===== config.mk =====
export PLATFORM = sky130hd
export DESIGN_NAME = eth_tx_framer
export DESIGN_NICKNAME = d
export VERILOG_FILES = /design/src/rtl/eth_tx_framer.sv
export SDC_FILE = /design/constraint.sdc
export NUM_CORES = 1
export LEC_CHECK = 0
export CORE_AREA = 2 2 97 99
export DETAILED_ROUTE_END_ITERATION = 12
export DIE_AREA = 0 0 99 101
export HOLD_SLACK_MARGIN = 0.03
export PLACE_DENSITY = 0.79
export SYNTH_ARGS = -nofsm -noshare
export SYNTH_HDL_FRONTEND = slang
export SYNTH_SLANG_ARGS = --single-unit
export TNS_END_PERCENT = 1

===== constraint.sdc =====
create_clock -name clk -period 2.65 [get_ports clk]
set_input_delay 0.3975 -clock clk [delete_from_list [all_inputs] [get_ports clk]]
set_output_delay 0.3975 -clock clk [all_outputs]
set_load 0.03 [all_outputs]

===== src/rtl/eth_tx_framer.sv =====
// rtl/eth_tx_framer.sv - GMII-style Ethernet transmit framer: preamble/SFD, payload from FWFT queue, pad, CRC-32 FCS, IFG
//
// Ports:
//   clk, rst_n            clock, asynchronous active-low reset
//   len_valid/len/len_ready  frame descriptor handshake (payload byte count)
//   q_dout/q_empty/q_rd_en   first-word fall-through upstream byte queue
//   tx_en/tx_er/txd       registered GMII-style transmit outputs
//   underrun              one-cycle pulse alongside tx_er when the queue runs dry mid-payload
//   busy                  high whenever the framer is not idle
module eth_tx_framer #(
  parameter int LEN_WIDTH   = 11,
  parameter int MIN_PAYLOAD = 60,
  parameter int IFG_BYTES   = 12
) (
  input  logic                 clk,
  input  logic                 rst_n,
  input  logic                 len_valid,
  input  logic [LEN_WIDTH-1:0] len,
  output logic                 len_ready,
  input  logic [7:0]           q_dout,
  input  logic                 q_empty,
  output logic                 q_rd_en,
  output logic                 tx_en,
  output logic                 tx_er,
  output logic [7:0]           txd,
  output logic                 underrun,
  output logic                 busy
);

  typedef enum logic [2:0] {
    IDLE, PREAMBLE, SFD, PAYLOAD, PAD, FCS, DRAIN, IFG
  } state_t;

  localparam logic [LEN_WIDTH-1:0] ONE      = LEN_WIDTH'(1);
  localparam logic [LEN_WIDTH-1:0] PRE_LAST = LEN_WIDTH'(6);
  localparam logic [LEN_WIDTH-1:0] FCS_LAST = LEN_WIDTH'(3);

  state_t               state, state_n;
  logic [LEN_WIDTH-1:0] cnt, cnt_n;   // phase index: preamble, payload+pad, FCS byte, IFG cycle
  logic [LEN_WIDTH-1:0] rem, rem_n;   // payload bytes still to be popped
  logic [31:0]          crc, crc_n;
  logic                 tx_en_n, tx_er_n, underrun_n;
  logic [7:0]           txd_n;

  function automatic logic [31:0] crc_byte(input logic [31:0] c, input logic [7:0] d);
    logic [31:0] r;
    r = c ^ {24'd0, d};
    for (int i = 0; i < 8; i++) begin
      r = r[0] ? ((r >> 1) ^ 32'hEDB8_8320) : (r >> 1);
    end
    return r;
  endfunction

  // Each state decides the byte that appears on the registered outputs in the
  // following cycle, so the handshake cycle in IDLE already issues the first
  // preamble byte and PREAMBLE only has to issue the remaining six.
  always_comb begin
    state_n    = state;
    cnt_n      = cnt;
    rem_n      = rem;
    crc_n      = crc;
    tx_en_n    = 1'b0;
    tx_er_n    = 1'b0;
    txd_n      = 8'h00;
    underrun_n = 1'b0;
    q_rd_en    = 1'b0;
    len_ready  = 1'b0;

    case (state)
      IDLE: begin
        len_ready = 1'b1;
        if (len_valid) begin
          state_n = PREAMBLE;
          tx_en_n = 1'b1;
          txd_n   = 8'h55;
          cnt_n   = ONE;
          rem_n   = len;
          crc_n   = 32'hFFFF_FFFF;
        end
      end

      PREAMBLE: begin
        tx_en_n = 1'b1;
        txd_n   = 8'h55;
        cnt_n   = cnt + 1'b1;
        if (cnt == PRE_LAST) begin
          state_n = SFD;
          cnt_n   = '0;
        end
      end

      SFD: begin
        tx_en_n = 1'b1;
        txd_n   = 8'hD5;
        cnt_n   = '0;
        if (rem != '0)           state_n = PAYLOAD;
        else if (MIN_PAYLOAD > 0) state_n = PAD;
        else                     state_n = FCS;
      end

      PAYLOAD: begin
        tx_en_n = 1'b1;
        if (!q_empty) begin
          q_rd_en = 1'b1;
          txd_n   = q_dout;
          crc_n   = crc_byte(crc, q_dout);
          cnt_n   = cnt + 1'b1;
          rem_n   = rem - 1'b1;
          if (rem == ONE) begin
            if (int'(cnt_n) < MIN_PAYLOAD) begin
              state_n = PAD;
            end else begin
              state_n = FCS;
              cnt_n   = '0;
            end
          end
        end else begin
          // Starved with bytes still owed: poison the frame and discard the rest.
          tx_er_n    = 1'b1;
          underrun_n = 1'b1;
          state_n    = DRAIN;
        end
      end

      PAD: begin
        tx_en_n = 1'b1;
        crc_n   = crc_byte(crc, 8'h00);
        cnt_n   = cnt + 1'b1;
        if (int'(cnt_n) >= MIN_PAYLOAD) begin
          state_n = FCS;
          cnt_n   = '0;
        end
      end

      FCS: begin
        tx_en_n = 1'b1;
        case (cnt[1:0])
          2'd0:    txd_n = ~crc[7:0];
          2'd1:    txd_n = ~crc[15:8];
          2'd2:    txd_n = ~crc[23:16];
          default: txd_n = ~crc[31:24];
        endcase
        cnt_n = cnt + 1'b1;
        if (cnt == FCS_LAST) begin
          state_n = IFG;
          cnt_n   = '0;
        end
      end

      DRAIN: begin
        if (!q_empty) begin
          q_rd_en = 1'b1;
          rem_n   = rem - 1'b1;
          if (rem == ONE) begin
            state_n = IFG;
            cnt_n   = '0;
          end
        end
      end

      IFG: begin
        cnt_n = cnt + 1'b1;
        if (int'(cnt) >= IFG_BYTES - 1) begin
          state_n = IDLE;
          cnt_n   = '0;
        end
      end

      default: state_n = IDLE;
    endcase
  end

  always_ff @(posedge clk or negedge rst_n) begin
    if (!rst_n) begin
      state    <= IDLE;
      cnt      <= '0;
      rem      <= '0;
      crc      <= '0;
      tx_en    <= 1'b0;
      tx_er    <= 1'b0;
      txd      <= 8'h00;
      underrun <= 1'b0;
    end else begin
      state    <= state_n;
      cnt      <= cnt_n;
      rem      <= rem_n;
      crc      <= crc_n;
      tx_en    <= tx_en_n;
      tx_er    <= tx_er_n;
      txd      <= txd_n;
      underrun <= underrun_n;
    end
  end

  assign busy = (state != IDLE);

endmodule

==> results of run 1 <==
## cell usage in the layout, fill, tap and decap left out, types with 3 or more instances in the layout
cell	synthesis	layout
clkdlybuf4s50_1	0	34
o21a_1	7	7
buf_4	3	46
o22ai_1	26	26
ha_1	7	7
nor4_1	3	3
a211o_1	3	3
nand4_1	6	6
xor2_1	27	27
xnor2_1	84	84
nand2b_1	11	11
nand3_1	11	11
nor2b_1	3	3
clkbuf_8	0	10
nor2_1	56	56
or3_1	5	5
and4_1	4	4
nand2_1	43	43
o221ai_1	15	15
o211ai_1	11	11
o21ai_1	6	6
a22oi_1	6	6
a21oi_1	47	47
clkinv_2	0	4
dfrtp_1	67	66
o21ai_0	37	37
nor3_1	15	15
a31oi_1	7	7
a221o_1	4	4
inv_1	17	17
## cells by family after synthesis
| kind of cell | Yosys count | share of synthesized area |
|---|---|---|
| AOI/OAI and AO/OA | 185 | 0.228 |
| xor gates and xnor gates | 121 | 0.231 |
| buffers and inverters | 55 | 0.0477 |
| and+or+nand+nor | 167 | 0.152 |
| adders and majority gates | 7 | 0.0169 |
| muxes | 1 | 0.00193 |
| DFF | 67 | 0.323 |
## power groups by stage
| stage | sequential [µW] | clock (µW) | combinational, µW |
|---|---|---|---|
| after floorplan | 1880 | 0 | 5450 |
| after global placement | 2030 | 0 | 7000 |
| after detailed placement | 2050 | 0 | 7140 |
| after CTS | 2040 | 900 | 7210 |
| after global routing | 2110 | 949 | 7880 |
| final | 2050 | 889 | 7300 |
## critical path: cells and delay by family (launching register included)
| family | cells | cell delay (ns) |
|---|---|---|
| buf+inv | 2 | 0.81 |
| simple gates | 1 | 0.47 |
| flops | 1 | 0.54 |
## per-layer routing
metal  part of all wire  vias up
li1                   -     2268
met1               0.41     2359
met2               0.49      246
met3              0.073       42
met4              0.025        0
met5                  0        -
## registers in the layout, summed over array words and instances (netlist names)
register	cells
cnt	11
crc	32
rem	11
state	3
tx_en	1
txd	8
underrun	1
## timing repair
item / in CTS / in global routing
cloned: 0 / 0
setup endpoints to repair: 1 / 2
gates resized for setup: 1 / 2
## path summary, 6_finish.rpt
check,startpoint,endpoint,slack (ns)
worst max-delay path,state[1],len_ready,0.09
worst min-delay path,rst_n,crc[11],0.09
worst max register to register,cnt[0],cnt[2],0.25
worst min register to register,crc[18],crc[18],0.54
max in group asynchronous,rst_n,state[2],1.88
min in group clk,crc[18],crc[18],0.54
## final cells by class
class | instances | area [µm²] | share of cell area
multi-input combinational | 481 | 3270 | 0.538
sequential | 67 | 1680 | 0.276
timing repair buffer | 83 | 723 | 0.119
clock buffer | 11 | 141 | 0.0233
tap | 111 | 139 | 0.0228
inverter | 19 | 72.6 | 0.0119
clock inverter | 5 | 52.6 | 0.00864
## through the flow
stage          area, µm²  total power, µW  hold WS (ns)
2_1_floorplan       5200             7330         0.102
3_3_place_gp        5880             9030         0.474
3_5_place_dp        5880             9190         0.491
4_1_cts             6080            10100         0.108
5_1_grt             6080            10900         0.123
6_report            6080            10200        0.0887
==> run summary, run 1 <==
row count -> 35
Sequential Power Share -> 0.200
Nets -> 691
syn_nets -> 633
Synth top area share -> 0.323
Clock Root Buffer -> clkbuf_8
initial antenna violation count -> 0
TritonRoute pass-1 iters -> 5
Detailed Route WL -> 14,800 µm
die height -> 101 µm
Starting DRT DRC Count -> 356
fin crit period -> 2.56 ns
setup violators final -> 0
unrepaired setup endpoints after global routing -> no
Worst path max stage delay -> 0.68 ns
clk sink count -> 67
die width -> 99 µm
Setup TNS -> 0 ns
htree depth -> 3
cells after synthesis -> 603
Max-slew headroom -> 0.523
GRT Total Usage -> 0.309
CORE AREA -> 8980 µm²
M1 GR Usage -> 0.403
first-pass GRT wire length -> 24,200 µm
Final Max Slew Viols -> 0
vias in the first global route -> 4,770
Synth area leader -> dfrtp_1
Combinational Power Share -> 0.713
status -> complete, no violations
GR Util met3 -> 0.0534
fmax -> 391 MHz
Post-DRT Antenna Nets -> 0
most common cell in the netlist -> xnor2_1
Post-synth EDFFs -> 0
Worst-Margin Slew -> 0.715 ns
post-synthesis area per instance -> 8.62 µm²
Antenna Cells -> 0
Pint -> 5260 µW
Layout Utilization -> 0.677
GR Overflow Total -> 0
pin count of the biggest net entering global routing -> 45
Setup crit end kind -> output pin
fillers -> 735
Area Growth Syn to Fin -> 17.0%
share of cells above drive strength 1 -> 0.116
Setup WS pre-CTS -> 0.111 ns
startpoint types -> flip-flop
Max Root-Sink Buffers -> 2
GPL Wtd Cong -> 0.982
Max VDD drop -> 0.730 mV
WL per Instance -> 19.1 µm
Finished Layout Cells -> 777
M2 GR Usage -> 0.513
Cell Chain, Critical Path -> or3_1 > inv_1 > clkdlybuf4s50_1
Hold/Removal Path Class -> input port to asynchronous set/reset pin
Post-synth top cells -> xnor2_1 (84), dfrtp_1 (67), nor2_1 (56)
Seq/Total Area, Yosys -> 0.323
Critical Path RT -> 2.25 ns
sw frac -> 0.486
Final Skew -> 0.0134 ns
crit share post-route -> 0.966
IO Port Bufs -> 36
Post-CTS Hold Fix Bufs -> 0
Worst path slowest cell -> clkdlybuf4s50_1
Netlist cell types -> 59
clk_lat worst skew -> 0.35 ns
P_sw -> 4980 µW
max cap viols -> 0
Clock transition at path regs -> 0.08 ns
die area -> 10000 µm²
critical setup path kind -> flip-flop to output pin
via count -> 4,915
DRC -> 0
ranking of synthesized cells by area -> dfrtp_1 (32%), xnor2_1 (14%), xor2_1 (4.5%), a21oi_1 (4.5%), nor2_1 (4.0%)
Data arrival, critical path -> 2.16 ns
final worst slack -> 0.0894 ns
CTS tree -> built
Synth Register Bits -> 67
post-synthesis cell area -> 5200 µm²
clock power share -> 0.087
starting density of the core -> 0.579
hpwl dp -> 10,600 µm
ys async rst share -> 1.00
Post-Place Cells -> 761
Crit Path Max Fanout -> 14
io pins -> 37
Final Hold Vio Count -> 0
leakage power -> 0.00240 µW
TritonCTS buffer count -> 9
GRT busiest layer -> met2
reg2reg path depth -> 8
Main synth FF type -> dfrtp_1
PwrDens -> 1680 nW/µm²
postcts setup bufs -> 0
Via density -> 6.33
Yosys warnings -> 0
No activity file was read; power rests on OpenSTA's default activity.
==> run 2, diff against run 1 <==
==> constraint.sdc (replaced) <==
create_clock -name clk -period 2.4 [get_ports clk]
set_input_delay 0.48 -clock clk [delete_from_list [all_inputs] [get_ports clk]]
set_output_delay 0.48 -clock clk [all_outputs]
set_load 0.03 [all_outputs]
==> run summary, run 2 (synthesis results as in run 1) <==
setup violators final -> 0 (unchanged)
clk_lat worst skew -> 0.35 ns (about the same)
Worst-Margin Slew -> 0.610 ns (-0.105 ns)
final worst slack -> 0.0583 ns (-0.0311 ns)
Sequential Area -> 1680 µm² (about the same)
share of cells above drive strength 1 -> 0.157 (+0.0412)
postcts setup bufs -> 0 (unchanged)
leading registers by flop count -> crc x32, cnt x11, rem x11
CORE AREA -> 8980 µm² (unchanged)
fillers -> 736 (+0.14%)
io pins -> 37 (unchanged)
Nets -> 722 (+4.5%)
TritonCTS buffer count -> 9 (unchanged)
Max-slew headroom -> 0.593 (+0.0700)
PwrDens -> 1880 nW/µm² (+11%)
unrepaired setup endpoints after global routing -> yes
CTS tree -> built
via count -> 5,008 (+1.9%)
die width -> 99 µm (unchanged)
area of the multi-input gates -> 3300 µm² (+0.69%)
Crit Path Max Fanout -> 5 (-9)
Final Hold Vio Count -> 0 (unchanged)
initial antenna violation count -> 0 (unchanged)
Post-DRT Antenna Nets -> 0 (unchanged)
DRT met1 WL -> 6190 µm (+2.5%)
fin crit period -> 2.34 ns
Area Growth Syn to Fin -> 21.9%
WL met2 -> 7610 µm (+3.7%)
fmax -> 427 MHz
Clock Root Buffer -> clkbuf_8
Data arrival, critical path -> 1.86 ns (-0.30 ns)
DRC -> 0 (unchanged)
Max VDD drop -> 1.18 mV (+61%)
pin count of the biggest net entering global routing -> 45 (unchanged)
GR Overflow Total -> 0 (unchanged)
max cap viols -> 0 (unchanged)
Clock transition at path regs -> 0.08 ns (about the same)
Via density -> 6.21 (-1.8%)
clk sink count -> 67 (unchanged)
Hold/Removal Path Class -> input port to asynchronous set/reset pin
max reg flops -> 32 (unchanged)
Worst R2R Setup Slack -> 0.11 ns (-0.14 ns)
CP startpoint -> state[2]
hpwl dp -> 11,300 µm (+6.1%)
Area after DPL -> 6110 µm² (+4.0%)
critical setup path kind -> flip-flop to output pin
status -> complete, no violations
first-pass GRT wire length -> 24,800 µm (+2.4%)
Critical Path RT -> 1.92 ns (-0.33 ns)
startpoint types -> flip-flop
Largest Register -> crc
Final Max Slew Viols -> 0 (unchanged)
vias in the first global route -> 5,021 (+5.3%)
TritonRoute pass-1 iters -> 5 (unchanged)
row count -> 35 (unchanged)
Detailed Route WL -> 15,500 µm (+4.4%)
WHS -> 0.135 ns (+0.0459 ns)
commonest non-fill, non-tap cell in the layout -> xnor2_1
IO Port Bufs -> 36 (unchanged)
Final Skew -> 0.00912 ns (-0.00425 ns)
Antenna Cells -> 0 (unchanged)
WL per Instance -> 19.2 µm (+0.68%)
GPL Wtd Cong -> 0.964 (-1.8%)
top sig layer -> met4
Starting DRT DRC Count -> 387 (+8.7%)
cell area after layout -> 6330 µm² (+4.2%)
Setup crit end kind -> output pin
Max Root-Sink Buffers -> 2 (unchanged)
FF-to-FF End -> state[0]
commonest cells after routing, fill and taps aside -> xnor2_1 (82), buf_4 (77), dfrtp_1 (67)
GRT Total Usage -> 0.316 (+0.00711)
die area -> 10000 µm² (unchanged)
htree depth -> 3 (unchanged)
starting density of the core -> 0.579 (unchanged)
Reg2Reg Launch Point -> cnt[0]
Setup WS pre-CTS -> -0.251 ns (-0.362 ns)
leakage power -> 0.00255 µW (+6.6%)
crit share post-route -> 0.976
met3 WL -> 1150 µm (+6.0%)
reg2reg path depth -> 7 (-1)
die height -> 101 µm (unchanged)
## run 2: changes by cell type in the layout (fill, tap and decap cells not counted), moves of 2 or more
cell,delta
buf_4,+31
clkinv_2,-3
clkbuf_8,+2
dlygate4sd2_1,+2
xnor2_1,-2
xnor2_2,+2
## run 2: per-layer routing
metal | GRT usage | vias to the layer above
met3 | 0.0492 | 43
met5 | 0 | -
met2 | 0.545 | 243
li1 | - | 2326
met1 | 0.388 | 2396
met4 | 0.153 | 0
## run 2: area by class of cell
type	instances	share of cell area
well taps	111	0.0219
inverters	19	0.0113
flip-flops and latches	67	0.265
multi-input cells	481	0.520
clock inverters	2	0.00553
clock buffers	12	0.0261
repair buffers	114	0.150
## run 2: worst max path at each step
| stage | to | slack, ns | depth (start not counted) |
|---|---|---|---|
| 2_1_floorplan | cnt[3] | 0.1 | 7 |
| 3_3_place_gp | crc[19] | -0.18 | 7 |
| 3_5_place_dp | crc[18] | -0.25 | 8 |
| 4_1_cts | cnt[4] | 0.07 | 8 |
| 5_1_grt | cnt[4] | -0.02 | 7 |
| 6_report | busy | 0.06 | 2 |
## run 2: critical path: stages, from the launching register on
cell	delay [ns]
dfrtp_1	0.44
or3_1	0.45
clkdlybuf4s50_1	0.62
## run 2: timing repair
action | 4_1_cts | 5_1_grt
endpoints found under the setup margin | 2 | 6
resized for setup | 2 | 4
hold buffers | 0 | 0
pin swaps | 0 | 1
## run 2: through the flow
| step | util | total power, µW | std cells | setup TNS [ns] |
|---|---|---|---|---|
| floorplan | - | 8090 | 603 | 0 |
| CTS | 0.703 | 11700 | 806 | 0 |
| detailed placement | 0.681 | 10700 | 792 | -2.23 |
| global route | 0.706 | 12600 | 806 | -0.0234 |
| global placement | 0.681 | 10500 | 792 | -1.45 |
| finish | 0.706 | 11900 | 806 | 0 |
## run 2: power breakdown
part / internal (µW) / switching, µW
registers: 1620 / 548
clock network: 553 / 456
logic: 4070 / 4630
==> run 3, diff against run 2 <==
--- a/config.mk
+++ b/config.mk
@@ -5,11 +5,12 @@
 export SDC_FILE = /design/constraint.sdc
 export NUM_CORES = 1
 export LEC_CHECK = 0
-export CORE_AREA = 2 2 97 99
+export CORE_AREA = 2 2 96 98
+export CTS_BUF_LIST = sky130_fd_sc_hd__clkbuf_4 sky130_fd_sc_hd__clkbuf_8
 export DETAILED_ROUTE_END_ITERATION = 12
-export DIE_AREA = 0 0 99 101
+export DIE_AREA = 0 0 98 100
 export HOLD_SLACK_MARGIN = 0.03
-export PLACE_DENSITY = 0.79
+export PLACE_DENSITY = 0.81
 export SYNTH_ARGS = -nofsm -noshare
 export SYNTH_HDL_FRONTEND = slang
 export SYNTH_SLANG_ARGS = --single-unit
==> run summary, run 3 (synthesis results as in run 1) <==
status -> complete, no violations
Finished Layout Cells -> 811 (+0.62%)
critical path depth -> 2 (unchanged)
WL met2 -> 7310 µm (-3.9%)
CTS tree -> built
Final Max Slew Viols -> 0 (unchanged)
fmax -> 430 MHz (+0.63%)
vias in the first global route -> 4,961 (-1.2%)
Sequential Area -> 1680 µm² (unchanged)
DRT met1 WL -> 6080 µm (-1.8%)
TritonRoute pass-1 iters -> 6 (+1)
die height -> 100 µm (-0.99%)
GRT Total Usage -> 0.315 (-0.00128)
Layout Utilization -> 0.713 (+0.00737)
GR Overflow Total -> 0 (unchanged)
critical setup path kind -> flip-flop to output pin
Worst path max stage delay -> 0.61 ns (about the same)
Post-CTS Hold Fix Bufs -> 0 (unchanged)
CORE AREA -> 8890 µm² (-0.98%)
startpoint types -> flip-flop
WL per Instance -> 18.8 µm (-2.1%)
top sig layer -> met4
Largest Register -> crc
fillers -> 674 (-8.4%)
WP buf/inv -> 1 (unchanged)
Critical Path RT -> 1.92 ns (about the same)
Reg2Reg Launch Point -> cnt[7]
Detailed Route WL -> 15,300 µm (-1.5%)
Nets -> 725 (+0.42%)
first-pass GRT wire length -> 24,300 µm (-1.9%)
Post-DRT Antenna Nets -> 0 (unchanged)
Worst path slowest cell -> clkdlybuf4s50_1
DRC -> 0 (unchanged)
crit share post-route -> 0.970 (-0.00611)
max cap viols -> 0 (unchanged)
clk sink count -> 67 (unchanged)
Max Root-Sink Buffers -> 2 (unchanged)
initial antenna violation count -> 0 (unchanged)
leakage power -> 0.00256 µW (+0.17%)
TritonCTS buffer count -> 9 (unchanged)
Final Skew -> 0.00822 ns (-0.000902 ns)
Area after DPL -> 6140 µm² (+0.37%)
commonest cells after routing, fill and taps aside -> xnor2_1 (83), buf_4 (79), dfrtp_1 (67)
Antenna Cells -> 0 (unchanged)
final worst slack -> 0.0729 ns (+0.0147 ns)
Setup crit end kind -> output pin
pin count of the biggest net entering global routing -> 45 (unchanged)
io pins -> 37 (unchanged)
Setup WS pre-CTS -> -0.314 ns (-0.0633 ns)
commonest non-fill, non-tap cell in the layout -> xnor2_1
cell family with most CP delay -> buffers and inverters
Via density -> 6.21 (-0.10%)
Crit Path Max Fanout -> 6 (+1)
Worst R2R Setup Slack -> 0.12 ns (about the same)
fin crit period -> 2.33 ns (-0.0147 ns)
Worst-Margin Slew -> 0.600 ns (-0.00993 ns)
unrepaired setup endpoints after global routing -> no
hpwl dp -> 11,100 µm (-1.7%)
htree depth -> 3 (unchanged)
starting density of the core -> 0.585 (+0.00570)
row count -> 35 (unchanged)
leading registers by flop count -> crc x32, cnt x11, rem x11
via count -> 5,034 (+0.52%)
Clock Root Buffer -> clkbuf_8
Setup TNS -> 0 ns (unchanged)
max reg flops -> 32 (unchanged)
Max VDD drop -> 1.03 mV (-13%)
Post-Place Cells -> 795 (+0.38%)
area of the multi-input gates -> 3300 µm² (unchanged)
Starting DRT DRC Count -> 346 (-11%)
Final Hold Vio Count -> 0 (unchanged)
die width -> 98 µm (-1.0%)
met3 WL -> 1090 µm (-5.7%)
CP startpoint -> state[2]
Max-slew headroom -> 0.600 (+0.00662)
CP Capture Point -> busy
share of cells above drive strength 1 -> 0.163 (+0.00602)
FF-to-FF End -> cnt[3]
Cell Chain, Critical Path -> or3_1 > clkdlybuf4s50_1
Area Growth Syn to Fin -> 21.9% (about the same)
GPL Wtd Cong -> 1.02 (+5.4%)
IO Port Bufs -> 36 (unchanged)
clk_lat worst skew -> 0.36 ns (about the same)
setup violators final -> 0 (unchanged)
Data arrival, critical path -> 1.85 ns (about the same)
Hold/Removal Path Class -> input port to asynchronous set/reset pin
die area -> 9800 µm² (-2.0%)
Clock transition at path regs -> 0.08 ns (about the same)
cell area after layout -> 6340 µm² (about the same)
reg2reg path depth -> 7 (unchanged)
PwrDens -> 1860 nW/µm² (-0.63%)
## run 3: final cells by class
class / count / share of cell area
Sequential cell: 67 / 0.265
Clock inverter: 6 / 0.00632
Timing Repair Buffer: 117 / 0.154
Clock buffer: 10 / 0.0217
Inverter: 19 / 0.0113
Tap cell: 111 / 0.0219
Multi-Input combinational cell: 481 / 0.520
## run 3: routing by layer
| metal | vias up | GRT usage |
|---|---|---|
| met2 | 244 | 0.516 |
| li1 | 2331 | - |
| met4 | 0 | 0.193 |
| met1 | 2400 | 0.388 |
| met5 | - | 0 |
| met3 | 59 | 0.0564 |
## run 3: power breakdown
group / switching (µW) / total, µW / internal (µW) / leakage [µW]
Combinational: 4660 / 8740 / 4070 / 0.00168
Clock: 488 / 891 / 403 / 0.0000924
Sequential: 564 / 2180 / 1620 / 0.000786
## run 3: how the worst min path moves through the flow
stage          startpoint      to  depth (start not counted)
6_report            rst_n  crc[5]                          1
5_1_grt             rst_n  txd[4]                          1
4_1_cts             rst_n  crc[5]                          1
3_5_place_dp        rst_n  crc[5]                          1
3_3_place_gp        rst_n  crc[5]                          1
2_1_floorplan       rst_n  cnt[0]                          0
## run 3: worst reg2reg max path, stage by stage (launching register included)
cell and delay (ns):
dfrtp_1 0.38, or4_4 0.55, a211o_1 0.29, a221o_1 0.41, nand3_2 0.15, nor2_2 0.08
buf_4 0.16, o211ai_1 0.18
## run 3: per-stage QoR
stage | total power (µW) | hold slack (ns)
CTS | 11600 | 0.126
floorplan | 8090 | 0.184
global placement | 10400 | 0.494
detailed placement | 10700 | 0.505
global route | 12600 | 0.137
finish | 11800 | 0.108
## run 3: repair_timing
| item | in CTS | in global routing |
|---|---|---|
| gates cloned | 0 | 0 |
| pin swaps | 0 | 1 |
| endpoints found under the setup margin | 3 | 8 |
| resized for setup | 3 | 4 |
| buffers inserted | 0 | 0 |
